===== src/rtl/ram_burst_ctrl_pkg.sv =====
`default_nettype none
// ============================================================================
// Module   : ram_burst_ctrl_pkg
// Purpose  : Shared types and constants for the RAM burst sequencer
// Revision : 1.0 - initial release
// ============================================================================
package ram_burst_ctrl_pkg;

  // Defaults shared with the 32x32 single-port RAM
  localparam int ADDR_W_DEF = 5;
  localparam int DATA_W_DEF = 32;
  localparam int LEN_W_DEF  = 6;

  // Burst direction as carried on the dir command input
  localparam logic DIR_WRITE = 1'b1;
  localparam logic DIR_READ  = 1'b0;

  typedef enum logic [1:0] {
    ST_IDLE   = 2'd0,
    ST_WRITE  = 2'd1,
    ST_READ   = 2'd2,
    ST_FINISH = 2'd3
  } state_t;

endpackage
`default_nettype wire


===== src/rtl/ram_burst_ctrl_if.sv =====
`default_nettype none
// ============================================================================
// Module   : ram_burst_ctrl_if
// Purpose  : Command, stream and RAM-side signals of the burst sequencer.
//            master = surrounding system, slave = the sequencer itself.
// Revision : 1.0 - initial release
// ============================================================================
interface ram_burst_ctrl_if
  import ram_burst_ctrl_pkg::*;
#(
  parameter int ADDR_W = ADDR_W_DEF,
  parameter int DATA_W = DATA_W_DEF,
  parameter int LEN_W  = LEN_W_DEF
) ();

  // command
  logic              start;
  logic              dir;
  logic [ADDR_W-1:0] base_addr;
  logic [LEN_W-1:0]  len;
  logic              busy;
  logic              done;
  // write stream
  logic              s_valid;
  logic [DATA_W-1:0] s_data;
  logic              s_ready;
  // read stream
  logic              m_valid;
  logic [DATA_W-1:0] m_data;
  logic              m_ready;
  // RAM side
  logic              cen;
  logic              wen;
  logic [ADDR_W-1:0] S_addr;
  logic [DATA_W-1:0] S_din;
  logic [DATA_W-1:0] S_dout;

  modport master (
    output start, dir, base_addr, len, s_valid, s_data, m_ready, S_dout,
    input  busy, done, s_ready, m_valid, m_data, cen, wen, S_addr, S_din
  );

  modport slave (
    input  start, dir, base_addr, len, s_valid, s_data, m_ready, S_dout,
    output busy, done, s_ready, m_valid, m_data, cen, wen, S_addr, S_din
  );

endinterface
`default_nettype wire


===== src/rtl/ram_burst_fifo2.sv =====
`default_nettype none
// ============================================================================
// Module   : ram_burst_fifo2
// Purpose  : 2-entry synchronous FIFO holding RAM read data until the
//            read-stream consumer accepts it
// Revision : 1.0 - initial release
// ============================================================================
module ram_burst_fifo2 #(
  parameter int DATA_W = 32
) (
  input  logic              clk,
  input  logic              reset_n,
  input  logic              push,
  input  logic [DATA_W-1:0] push_data,
  input  logic              pop,
  output logic              full,
  output logic              empty,
  output logic [DATA_W-1:0] head
);

  logic [DATA_W-1:0] mem_q [2];
  logic [DATA_W-1:0] mem_d [2];
  logic              wr_ptr_q, wr_ptr_d;
  logic              rd_ptr_q, rd_ptr_d;
  logic [1:0]        cnt_q, cnt_d;

  // Next-state for storage, pointers and occupancy; push and pop may coincide
  always_comb begin
    mem_d    = mem_q;
    wr_ptr_d = wr_ptr_q;
    rd_ptr_d = rd_ptr_q;
    if (push) begin
      mem_d[wr_ptr_q] = push_data;
      wr_ptr_d        = ~wr_ptr_q;
    end
    if (pop) begin
      rd_ptr_d = ~rd_ptr_q;
    end
    cnt_d = cnt_q + {1'b0, push} - {1'b0, pop};
  end

  // FIFO state registers; reset clears contents so head reads as zero
  always_ff @(posedge clk or negedge reset_n) begin
    if (!reset_n) begin
      mem_q[0] <= '0;
      mem_q[1] <= '0;
      wr_ptr_q <= 1'b0;
      rd_ptr_q <= 1'b0;
      cnt_q    <= 2'd0;
    end else begin
      mem_q    <= mem_d;
      wr_ptr_q <= wr_ptr_d;
      rd_ptr_q <= rd_ptr_d;
      cnt_q    <= cnt_d;
    end
  end

  assign full  = (cnt_q == 2'd2);
  assign empty = (cnt_q == 2'd0);
  assign head  = mem_q[rd_ptr_q];

endmodule
`default_nettype wire


===== src/rtl/ram_burst_ctrl.sv =====
`default_nettype none
// ============================================================================
// Module   : ram_burst_ctrl
// Purpose  : Burst sequencer in front of the single-port RAM. Write bursts
//            store a valid/ready stream at consecutive addresses; read
//            bursts stream consecutive RAM words out with back-pressure.
// Revision : 1.0 - initial release
// ============================================================================
module ram_burst_ctrl
  import ram_burst_ctrl_pkg::*;
#(
  parameter int ADDR_W = ADDR_W_DEF,
  parameter int DATA_W = DATA_W_DEF,
  parameter int LEN_W  = LEN_W_DEF
) (
  input  logic             clk,
  input  logic             reset_n,
  ram_burst_ctrl_if.slave  bus
);

  localparam logic [LEN_W-1:0] DEPTH = LEN_W'(2 ** ADDR_W);

  state_t            state_q, state_d;
  logic [ADDR_W-1:0] cur_addr_q, cur_addr_d;
  logic [LEN_W-1:0]  rem_q, rem_d;     // words still to accept (write) or pop (read)
  logic [LEN_W-1:0]  iss_q, iss_d;     // reads still to issue
  logic              inflight_q, inflight_d;

  logic [LEN_W-1:0]  len_eff;
  logic              ram_cen, ram_wen;
  logic              fifo_full, fifo_empty, pop;
  logic [DATA_W-1:0] fifo_head;
  logic [1:0]        occ;
  logic [2:0]        slots_used;

  assign len_eff = (bus.len > DEPTH) ? DEPTH : bus.len;

  // Read data lands on S_dout the cycle after an issued read; capture it then
  ram_burst_fifo2 #(.DATA_W(DATA_W)) u_fifo (
    .clk       (clk),
    .reset_n   (reset_n),
    .push      (inflight_q),
    .push_data (bus.S_dout),
    .pop       (pop),
    .full      (fifo_full),
    .empty     (fifo_empty),
    .head      (fifo_head)
  );

  assign occ = fifo_full ? 2'd2 : (fifo_empty ? 2'd0 : 2'd1);
  // A word popped this cycle frees its slot in time for a read issued now,
  // which is what sustains one word per clock under continuous m_ready.
  assign slots_used = {2'b00, inflight_q} + {1'b0, occ} - {2'b00, pop};

  assign bus.busy    = (state_q != ST_IDLE);
  assign bus.done    = (state_q == ST_FINISH);
  assign bus.s_ready = (state_q == ST_WRITE);
  assign bus.m_valid = (state_q == ST_READ) && !fifo_empty;
  assign bus.m_data  = fifo_head;
  assign pop         = bus.m_valid && bus.m_ready;
  assign bus.cen     = ram_cen;
  assign bus.wen     = ram_wen;
  assign bus.S_addr  = ram_cen ? cur_addr_q : '0;
  assign bus.S_din   = ram_wen ? bus.s_data : '0;

  // Next-state, RAM strobes and burst bookkeeping
  always_comb begin
    state_d    = state_q;
    cur_addr_d = cur_addr_q;
    rem_d      = rem_q;
    iss_d      = iss_q;
    inflight_d = 1'b0;
    ram_cen    = 1'b0;
    ram_wen    = 1'b0;
    case (state_q)
      ST_IDLE: begin
        if (bus.start) begin
          if (len_eff == '0) begin
            state_d = ST_FINISH;
          end else begin
            cur_addr_d = bus.base_addr;
            rem_d      = len_eff;
            iss_d      = len_eff;
            state_d    = (bus.dir == DIR_WRITE) ? ST_WRITE : ST_READ;
          end
        end
      end
      ST_WRITE: begin
        if (bus.s_valid) begin
          ram_cen    = 1'b1;
          ram_wen    = 1'b1;
          cur_addr_d = cur_addr_q + ADDR_W'(1);
          rem_d      = rem_q - LEN_W'(1);
          if (rem_q == LEN_W'(1)) state_d = ST_FINISH;
        end
      end
      ST_READ: begin
        if ((iss_q != '0) && (slots_used < 3'd2)) begin
          ram_cen    = 1'b1;
          inflight_d = 1'b1;
          cur_addr_d = cur_addr_q + ADDR_W'(1);
          iss_d      = iss_q - LEN_W'(1);
        end
        if (pop) begin
          rem_d = rem_q - LEN_W'(1);
          if (rem_q == LEN_W'(1)) state_d = ST_FINISH;
        end
      end
      ST_FINISH: state_d = ST_IDLE;
      default:   state_d = ST_IDLE;
    endcase
  end

  // Sequencer registers; reset aborts any burst without a done pulse
  always_ff @(posedge clk or negedge reset_n) begin
    if (!reset_n) begin
      state_q    <= ST_IDLE;
      cur_addr_q <= '0;
      rem_q      <= '0;
      iss_q      <= '0;
      inflight_q <= 1'b0;
    end else begin
      state_q    <= state_d;
      cur_addr_q <= cur_addr_d;
      rem_q      <= rem_d;
      iss_q      <= iss_d;
      inflight_q <= inflight_d;
    end
  end

endmodule
`default_nettype wire


===== src/flat_wrapper.sv =====
// flat-port wrapper written by rule: the top's interface ports become plain ports
module ram_burst_ctrl_flat import ram_burst_ctrl_pkg::*;
#(
  parameter int ADDR_W = ADDR_W_DEF,
  parameter int DATA_W = DATA_W_DEF,
  parameter int LEN_W  = LEN_W_DEF
)
  (clk, reset_n, bus_start, bus_dir, bus_base_addr, bus_len, bus_s_valid, bus_s_data, bus_m_ready, bus_S_dout, bus_busy, bus_done, bus_s_ready, bus_m_valid, bus_m_data, bus_cen, bus_wen, bus_S_addr, bus_S_din);
  ram_burst_ctrl_if #(.ADDR_W(ADDR_W), .DATA_W(DATA_W), .LEN_W(LEN_W)) bus_i ();
  input  logic clk;
  input  logic reset_n;
  input wire logic [$bits(bus_i.start)-1:0] bus_start;
  input wire logic [$bits(bus_i.dir)-1:0] bus_dir;
  input wire logic [$bits(bus_i.base_addr)-1:0] bus_base_addr;
  input wire logic [$bits(bus_i.len)-1:0] bus_len;
  input wire logic [$bits(bus_i.s_valid)-1:0] bus_s_valid;
  input wire logic [$bits(bus_i.s_data)-1:0] bus_s_data;
  input wire logic [$bits(bus_i.m_ready)-1:0] bus_m_ready;
  input wire logic [$bits(bus_i.S_dout)-1:0] bus_S_dout;
  output wire logic [$bits(bus_i.busy)-1:0] bus_busy;
  output wire logic [$bits(bus_i.done)-1:0] bus_done;
  output wire logic [$bits(bus_i.s_ready)-1:0] bus_s_ready;
  output wire logic [$bits(bus_i.m_valid)-1:0] bus_m_valid;
  output wire logic [$bits(bus_i.m_data)-1:0] bus_m_data;
  output wire logic [$bits(bus_i.cen)-1:0] bus_cen;
  output wire logic [$bits(bus_i.wen)-1:0] bus_wen;
  output wire logic [$bits(bus_i.S_addr)-1:0] bus_S_addr;
  output wire logic [$bits(bus_i.S_din)-1:0] bus_S_din;
  assign bus_i.start = bus_start;
  assign bus_i.dir = bus_dir;
  assign bus_i.base_addr = bus_base_addr;
  assign bus_i.len = bus_len;
  assign bus_i.s_valid = bus_s_valid;
  assign bus_i.s_data = bus_s_data;
  assign bus_i.m_ready = bus_m_ready;
  assign bus_i.S_dout = bus_S_dout;
  assign bus_busy = bus_i.busy;
  assign bus_done = bus_i.done;
  assign bus_s_ready = bus_i.s_ready;
  assign bus_m_valid = bus_i.m_valid;
  assign bus_m_data = bus_i.m_data;
  assign bus_cen = bus_i.cen;
  assign bus_wen = bus_i.wen;
  assign bus_S_addr = bus_i.S_addr;
  assign bus_S_din = bus_i.S_din;
  ram_burst_ctrl #(.ADDR_W(ADDR_W), .DATA_W(DATA_W), .LEN_W(LEN_W)) u_core (.clk(clk), .reset_n(reset_n), .bus(bus_i));
endmodule

===== config.mk =====
export PLATFORM = sky130hd
export DESIGN_NAME = ram_burst_ctrl_flat
export DESIGN_NICKNAME = d
export VERILOG_FILES = /design/src/rtl/ram_burst_ctrl_pkg.sv /design/src/rtl/ram_burst_ctrl_if.sv /design/src/rtl/ram_burst_fifo2.sv /design/src/rtl/ram_burst_ctrl.sv /design/src/flat_wrapper.sv
export SDC_FILE = /design/constraint.sdc
export NUM_CORES = 1
export LEC_CHECK = 0
export CAP_MARGIN = 20
export CORE_ASPECT_RATIO = 0.5
export CORE_MARGIN = 10
export CORE_UTILIZATION = 46
export DETAILED_ROUTE_END_ITERATION = 7
export GPL_ROUTABILITY_DRIVEN = 0
export HOLD_SLACK_MARGIN = 0.06
export MAX_ROUTING_LAYER = met4
export PLACE_DENSITY = 0.9
export SLEW_MARGIN = 20
export SYNTH_ARGS = -nofsm -noshare
export SYNTH_HDL_FRONTEND = slang
export SYNTH_SLANG_ARGS = --single-unit

===== constraint.sdc =====
create_clock -name clk -period 4 [get_ports clk]
set_input_delay 0.4 -clock clk [delete_from_list [all_inputs] [get_ports clk]]
set_output_delay 0.4 -clock clk [all_outputs]
set_load 0.01 [all_outputs]

* Word-level counts from Yosys, hierarchy flattened
Cells that the tools add are included.
Cells by class: bitwise gates (word level) 4, reductions and logical operators 16, eq/ne operators 10, magnitude comparators 5, $add $sub $neg 7, multiplexer cells 35
Operators with widths (count):
- $mux 32 | 5
- $bwmux 64 | 1
- $mux 6 | 6
- $demux 32 s1 | 1
- $mux 5 | 5
- $pmux 6 s3 | 1
- $pmux 5 s3 | 1
- $mux 2 | 7
- $pmux 6 s2 | 1
- $sub 6x1->6 const B | 2
- $reduce_and 5->1 | 2
- $ne 2x2->1 const B | 4
- $pmux 2 s4 | 1
- $eq 2x2->1 const B | 3
- $eq 6x1->1 const B | 1
- $gt 6x6->1 const B | 1
- $logic_not 6->1 | 1
- $reduce_bool 6->1 | 1
- $add 5x1->5 const B | 1
- $mux 1 | 5
- $ge 2x2->1 const B | 2
- $logic_and 1x1->1 | 4
- $logic_not 2->1 | 2
- $not 1->2 | 2
- 15 further kinds | 17
Word-level totals: register bits after elaboration 88, output and inout port bits 75

* Longest topological paths before layout
Gate-level depths: netlist of the first run.
depth in word-level cells 10, depth in mapped cells 14, gate-level depth less buffers 14

* Modules after synthesis
Synthesis of the first run repeated with hierarchy kept, for this count alone.
Second synthesis, totals: cell total of the unflattened synthesis 408, area, all modules 4743.3 um2
Modules (own cells, without submodules):
- ram_burst_fifo2 | instances 1, cells an instance 187, area each 2984.1 um2, sequential area each 1701.6 um2
- ram_burst_ctrl | instances 1, cells an instance 221, area each 1759.2 um2, sequential area each 500.5 um2

* Least setup slack after synthesis of the first run
Ideal clock, no wire load.
kind reg2out, start register u_core.state_q[0], end output port bus_S_addr[0], stages on the path, launching flop included 15, arrival 3120 ps, setup slack 480 ps, cells stage by stage dfrtp_1 -> inv_1 -> ha_1 -> inv_1 -> nor2_1 -> and2_1 -> ha_1 -> inv_1 -> nand2_1 -> fa_1 -> nand2b_1 -> mux2i_2 -> nand3_1 -> a21boi_1 -> and2_1
On the way: longest elaborated chain between the ends 9, elaborated cells between the ends (all ways) 10
Ends and longest elaborated chain:
- start, declared | RTL line ram_burst_ctrl.sv:23 | state_t state_q, state_d;
- start signal, assigned | RTL line ram_burst_ctrl.sv:123 | state_q <= state_d;
- $eq 2x2->1 | RTL line ram_burst_ctrl.sv:58 | assign bus.m_valid = (state_q == ST_READ) && !fifo_empty;
- $logic_and 1x1->1 | RTL line ram_burst_ctrl.sv:58
- via bus_m_valid | RTL line flat_wrapper.sv:23 | output wire logic [$bits(bus_i.m_valid)-1:0] bus_m_valid;
- $logic_and 1x1->1 | RTL line ram_burst_ctrl.sv:60 | assign pop = bus.m_valid && bus.m_ready;
- via u_core.pop | RTL line ram_burst_ctrl.sv:31 | logic fifo_full, fifo_empty, pop;
- $sub 3x1->3 | RTL line ram_burst_ctrl.sv:53 | assign slots_used = {2'b00, inflight_q} + {1'b0, occ} - {2'b00, pop};
- $lt 3x2->1 | RTL line ram_burst_ctrl.sv:98 | if ((iss_q != '0) && (slots_used < 3'd2)) begin
- $logic_and 1x1->1 | RTL line ram_burst_ctrl.sv:98
- $mux 1 | RTL line ram_burst_ctrl.sv:98
- $pmux 1 s2 | RTL line ram_burst_ctrl.sv:75 | case (state_q)
- via bus_cen | RTL line flat_wrapper.sv:25 | output wire logic [$bits(bus_i.cen)-1:0] bus_cen;
- $mux 5 | RTL line ram_burst_ctrl.sv:63 | assign bus.S_addr = ram_cen ? cur_addr_q : '0;
- end, declared | RTL line flat_wrapper.sv:27 | output wire logic [$bits(bus_i.S_addr)-1:0] bus_S_addr;
The timed path passes the listed nets, and every way through them passes these cells.

* Worst setup path after layout of the first run
start register u_core.state_q[0], end output port bus_S_addr[4]
On the way: longest elaborated chain between the ends 9, elaborated cells between the ends (all ways) 10
Ends and longest elaborated chain (RTL line):
- $eq 2x2->1 | ram_burst_ctrl.sv:58
- $logic_and 1x1->1 | ram_burst_ctrl.sv:58
- $logic_and 1x1->1 | ram_burst_ctrl.sv:60
- via u_core.pop | ram_burst_ctrl.sv:31
- $sub 3x1->3 | ram_burst_ctrl.sv:53
- $lt 3x2->1 | ram_burst_ctrl.sv:98
- $logic_and 1x1->1 | ram_burst_ctrl.sv:98
- $mux 1 | ram_burst_ctrl.sv:98
- $pmux 1 s2 | ram_burst_ctrl.sv:75
- $mux 5 | ram_burst_ctrl.sv:63
The timed path passes the listed nets, and every way through them passes these cells.

==> results of run 1 <==
-- worst reg2reg max path, stage by stage, from the launching register on --
cell	delay (ns)
dfrtp_1	0.39
inv_1	0.09
ha_1	0.21
inv_1	0.10
nor2_2	0.06
and2_4	0.16
ha_1	0.28
inv_1	0.08
nand2_1	0.07
fa_1	0.51
nand2b_1	0.09
mux2i_2	0.20
buf_4	0.20
a21oi_4	0.09
or2_2	0.35
a221oi_2	0.28
-- repair_timing --
item | in CTS | in global routing
buffers inserted | 5 | 2
setup endpoints to repair | 6 | 5
resized for setup | 10 | 11
pin swaps | 2 | 2
-- worst paths after layout --
check / endpoint / slack [ns]
worst max-delay path: bus_S_addr[4] / 0.22
worst min-delay path: u_core.rem_q[1]$_DFFE_PN0P_ / 0.09
worst max register to register: u_core.cur_addr_q[3]$_DFFE_PN0P_ / 0.75
worst min register to register: u_core.u_fifo.wr_ptr_q$_DFFE_PN0P_ / 0.50
max in group asynchronous: u_core.u_fifo.mem_q[26]$_DFFE_PN0P_ / 3.32
min in group clk: u_core.u_fifo.wr_ptr_q$_DFFE_PN0P_ / 0.50
-- per-stage QoR --
stage,power [mW],area [µm²],std cells,utilization [%]
floorplan,3.45,4700,412,-
global placement,4.53,6390,689,65.9
detailed placement,4.65,6390,689,65.9
CTS,5.49,6710,710,69.2
global route,5.86,6710,712,69.2
finish,5.45,6710,712,69.2
-- state kept, by name, indices dropped and copies added, names as in the netlist --
register and flops:
u_core.u_fifo.wr_ptr_q 1, u_core.u_fifo.mem_q 64, u_core.iss_q 6, u_core.rem_q 6, u_core.inflight_q 1, u_core.cur_addr_q 5, u_core.u_fifo.cnt_q 2, u_core.u_fifo.rd_ptr_q 1
u_core.state_q 2
-- final cells by class --
class / count / area [µm²] / area share [%]
Clock buffer: 14 / 254 / 3.78
Clock inverter: 2 / 15.0 / 0.224
Inverter: 25 / 93.8 / 1.40
Multi-Input combinational cell: 279 / 2350 / 35.0
Sequential cell: 88 / 2200 / 32.8
Tap cell: 135 / 169 / 2.52
Timing Repair Buffer: 169 / 1630 / 24.3
-- metal layers --
metal | global-route usage, % | vias to the layer above | share of wire (%)
met5 | - | - | 0
met4 | 5.07 | 0 | 0.98
met3 | 6.53 | 13 | 7.8
met2 | 31.5 | 118 | 53
met1 | 17.4 | 1850 | 39
li1 | - | 1800 | -
-- logic make-up after synthesis --
group,synth area share (%)
compound gates,7.57
xor+xnor,0.746
fa+ha+maj,3.36
buf+inv,3.70
flops,46.9
mux,24.6
simple gates,13.1
-- cells in the mapped netlist, types with 3 or more instances --
cell / count / area, µm²
a221oi_2: 3 / 45.0
nand2_1: 21 / 78.8
nand3_1: 13 / 65.1
dfrtp_1: 88 / 2200
ha_1: 11 / 138
and2_1: 7 / 43.8
mux2_2: 97 / 1090
or2_2: 3 / 18.8
buf_1: 3 / 11.3
nor3_1: 5 / 25.0
a21oi_1: 7 / 35.0
o22ai_1: 3 / 18.8
mux2i_1: 5 / 50.1
o21ai_0: 9 / 45.0
a221oi_1: 4 / 35.0
nor2_1: 15 / 56.3
inv_1: 25 / 93.8
clkbuf_1: 15 / 56.3
and3_1: 33 / 206
nand4_1: 3 / 18.8
-- report_power, final --
group | internal, mW | leakage [nW] | switching (mW)
registers | 1.35 | 1.05 | 0.304
logic | 1.68 | 1.77 | 1.34
clock network | 0.439 | 0.123 | 0.332
total | 3.47 | 2.94 | 1.97
==> results.json, run 1 <==
{
  "synth_edf_count": 0,
  "post-route-drc-count": 0,
  "num_vias": 3781,
  "crit_chain": "inv_1 -> ha_1 -> inv_1 -> nor2_2 -> and2_4 -> ha_1 -> inv_1 -> nand2_1 -> fa_1 -> nand2b_1 -> mux2i_2 -> nand3_2 -> a21boi_4 -> buf_4 -> buf_4 -> and2_1 -> clkbuf_2",
  "initial_utilization_pct": 48.4,
  "holdBufCountCts": 0,
  "start_kind": "flop",
  "hpwl_mm": 9.55,
  "avgSynthCellArea_um2": 11.4,
  "holdWs_ns": 0.0890,
  "setup_tns_ns": 0,
  "period_minus_slack_ns": 3.78,
  "antenna_found_initial": 0,
  "synth_cell_types": 50,
  "max_freq_ghz": 0.264,
  "crit_top_cell": "inv_1",
  "syn_inst": 412,
  "numCtsBuffers": 9,
  "max_stage_delay_ns": 0.51,
  "numPortBuffers": 155,
  "syn2layout_area_growth_pct": 43.0,
  "firstDrtPassIters": 4,
  "postRouteAntennaNets": 0,
  "fin_crit_sh_pct": 94.6,
  "worst_r2r_path_depth": 15,
  "maxSlewViolCount": 0,
  "slew_headroom_pct": 33.3,
  "vias_per_cell": 5.31,
  "grt_overflow": 0,
  "synth.ff_latch_count": 88,
  "crit_cells": 17,
  "die_w_um": 163,
  "ys_seq_area_share_pct": 46.9,
  "row_count": 25,
  "arrival_ns": 3.38,
  "grt_pass1_vias": 4135,
  "critical_path_buf_inv_count": 6,
  "grt_max_degree": 89,
  "synth_flop_cell": "dfrtp_1",
  "p_leak_nw": 2.94,
  "num_antenna_cells": 0,
  "tightest_slew_ns": 0.999,
  "async_flop_share_pct": 100,
  "wire_per_inst_um": 17.9,
  "ios": 156,
  "path_clk_slew_ns": 0.06,
  "cts_max_level": 3,
  "dieArea_um2": 14900,
  "dieHeight_um": 91.4,
  "layout_commonest_cell": "clkdlybuf4s50_1",
  "startpoint": "u_core.state_q[0]$_DFFE_PN0P_",
  "hold_viol_final": 0,
  "drive_gt1_share_pct": 25.5,
  "hp-class": "in -> async",
  "grt_pass1_wl_mm": 20.5,
  "setup_viol": 0,
  "postRouteWirelength_mm": 12.8,
  "pre_cts_slack_ns": 0.0820,
  "setup_ws_ns": 0.216,
  "cts-root-buf": "clkbuf_16",
  "core_area_um2": 9700,
  "crit_type": "reg -> out",
  "fillers": 733,
  "syn_nets": 505,
  "finClkSkew_ns": 0.00739,
  "endpoint_kind": "output pin",
  "final_cell_mix": "clkdlybuf4s50_1 (148), mux2_2 (97), dfrtp_1 (88)",
  "cts_tree": "built",
  "cap_violations": 0,
  "worst_ep_required_time_ns": 3.60,
  "cp_slowest_cell": "fa_1",
  "grt_usage_pct": 17.5,
  "power_density_nw_per_um2": 812,
  "path_max_fanout": 3,
  "clk_latency_ns": 0.34,
  "syn_area_um2": 4700,
  "r2r-start": "u_core.state_q[0]$_DFFE_PN0P_",
  "crit_family": "adder cells",
  "vdd_drop_max_mv": 0.359,
  "clock_path_buffers": 2,
  "run_status": "complete, no violations",
  "ys_warn_count": 0,
  "cts.sinks": 88,
  "drt_iter0_drc": 189,
  "fin_nets": 665
}
Power figures use the tool's default switching activity.
==> run 2: changes to the inputs <==
--- a/config.mk
+++ b/config.mk
@@ -11,6 +11,7 @@
 export CORE_UTILIZATION = 46
 export DETAILED_ROUTE_END_ITERATION = 7
 export GPL_ROUTABILITY_DRIVEN = 0
+export GPL_TIMING_DRIVEN = 0
 export HOLD_SLACK_MARGIN = 0.06
 export MAX_ROUTING_LAYER = met4
 export PLACE_DENSITY = 0.9
==> results.json, run 2 (synthesis results as in run 1) <==
{
  "run_status": "complete, no violations",
  "numPortBuffers": 155,
  "syn2layout_area_growth_pct": 44.4,
  "numCtsBuffers": 9,
  "fin_nets": 675,
  "max_freq_ghz": 0.257,
  "vdd_drop_max_mv": 0.319,
  "drive_gt1_share_pct": 24.0,
  "die_w_um": 163,
  "clk_latency_ns": 0.34,
  "row_count": 25,
  "dieHeight_um": 91.4,
  "clock_path_buffers": 2,
  "postRouteWirelength_mm": 13.2,
  "grt_usage_pct": 18.3,
  "arrival_ns": 3.49,
  "num_antenna_cells": 0,
  "setup_viol": 0,
  "hp-class": "in -> async",
  "grt_pass1_vias": 4323,
  "firstDrtPassIters": 4,
  "cts.sinks": 88,
  "ios": 156,
  "drt_iter0_drc": 323,
  "holdBufCountCts": 0,
  "postRouteAntennaNets": 0,
  "grt_pass1_wl_mm": 21.5,
  "finClkSkew_ns": 0.00986,
  "dieArea_um2": 14900,
  "wire_per_inst_um": 18.3,
  "top_regs": "u_core.u_fifo.mem_q x64, u_core.iss_q x6, u_core.rem_q x6",
  "cts_tree": "built",
  "fillers": 732,
  "setup_tns_ns": 0,
  "vias_per_cell": 5.36,
  "grt_max_degree": 47,
  "slew_headroom_pct": 56.0,
  "antenna_found_initial": 0,
  "maxSlewViolCount": 0,
  "fin_crit_sh_pct": 97.2,
  "endpoint_kind": "output pin",
  "grt_overflow": 0,
  "tightest_slew_ns": 0.661,
  "initial_utilization_pct": 48.4,
  "cap_violations": 0,
  "layout_commonest_cell": "clkdlybuf4s50_1",
  "hold_viol_final": 0,
  "num_vias": 3872,
  "largest_reg_flops": 64,
  "start_kind": "flop",
  "p_leak_nw": 2.95,
  "power_density_nw_per_um2": 823,
  "crit_type": "reg -> out",
  "path_clk_slew_ns": 0.06,
  "final_cell_mix": "clkdlybuf4s50_1 (148), mux2_2 (97), dfrtp_1 (88)",
  "path_max_fanout": 6,
  "core_area_um2": 9700,
  "cts-root-buf": "clkbuf_16",
  "post-route-drc-count": 0,
  "cts_max_level": 3,
  "largest_register": "u_core.u_fifo.mem_q",
  "worst_ep_required_time_ns": 3.60,
  "period_minus_slack_ns": 3.89,
  "power.total_mw": 5.58,
  "hpwl_mm": 10.2
}
-- run 2: path summary, 6_finish.rpt --
check                                               from                            endpoint  slack, ns  cells past startpoint
min reg2reg                  u_core.inflight_q$_DFF_PN0_  u_core.u_fifo.wr_ptr_q$_DFFE_PN0P_       0.49                      1
max                        u_core.state_q[0]$_DFFE_PN0P_                       bus_S_addr[2]       0.11                     15
min                                              reset_n         u_core.iss_q[1]$_DFFE_PN0P_       0.06                      1
min in group clk             u_core.inflight_q$_DFF_PN0_  u_core.u_fifo.wr_ptr_q$_DFFE_PN0P_       0.49                      1
max in group asynchronous                        reset_n  u_core.u_fifo.mem_q[2]$_DFFE_PN0P_       3.30                      2
max reg2reg                u_core.state_q[0]$_DFFE_PN0P_    u_core.cur_addr_q[2]$_DFFE_PN0P_       0.69                     15
-- run 2: power breakdown --
part | switching (mW) | leakage [nW] | total (mW) | internal [mW]
clock | 0.358 | 0.149 | 0.861 | 0.503
combinational | 1.41 | 1.76 | 3.09 | 1.68
sequential | 0.274 | 1.05 | 1.62 | 1.35
-- run 2: final cells by class --
class / instances / area [µm²] / share of cell area [%]
multi-input cells: 279 / 2350 / 34.7
flip-flops and latches: 88 / 2200 / 32.5
repair buffers: 159 / 1580 / 23.3
clock buffers: 10 / 239 / 3.53
well taps: 135 / 169 / 2.49
inverters: 25 / 93.8 / 1.38
plain buffers: 20 / 80.1 / 1.18
clock inverters: 6 / 65.1 / 0.960
-- run 2: metal layers --
| metal | track usage (%) | up-vias | wire (µm) |
|---|---|---|---|
| met5 | - | - | 0 |
| li1 | - | 1821 | - |
| met3 | 5.77 | 23 | 976 |
| met2 | 32.0 | 148 | 6730 |
| met1 | 19.6 | 1880 | 5220 |
| met4 | 5.22 | 0 | 252 |
-- run 2: stage by stage --
step                setup slack, ns  hold slack (ns)  area, µm²  utilization, %  std cells
floorplan                     0.480            0.104       4700               -        412
global placement             -0.618            0.467       6420            66.2        702
detailed placement           -0.410            0.442       6440            66.4        703
CTS                          0.0457           0.0785       6790            70.0        722
global route                -0.0604            0.105       6780            69.9        722
finish                        0.111           0.0613       6780            69.9        722
-- run 2: timing repair --
| item | in CTS | in global routing |
|---|---|---|
| resized for setup | 11 | 8 |
| endpoints found under the hold margin | 0 | 0 |
| pin swaps | 1 | 1 |
| setup buffers | 3 | 0 |
| setup endpoints to repair | 6 | 5 |
-- run 2: critical path: stages, from the launching register on --
cell and delay [ns]:
dfrtp_1 0.41, inv_1 0.13, ha_2 0.22, inv_2 0.06, nor2_1 0.15, and2_4 0.17, ha_1 0.22, inv_1 0.07
nand2_1 0.07, fa_1 0.52, nand2_1 0.10, mux2i_4 0.17, nand3_2 0.16, a21boi_4 0.27, and2_1 0.16, dlygate4sd2_1 0.28
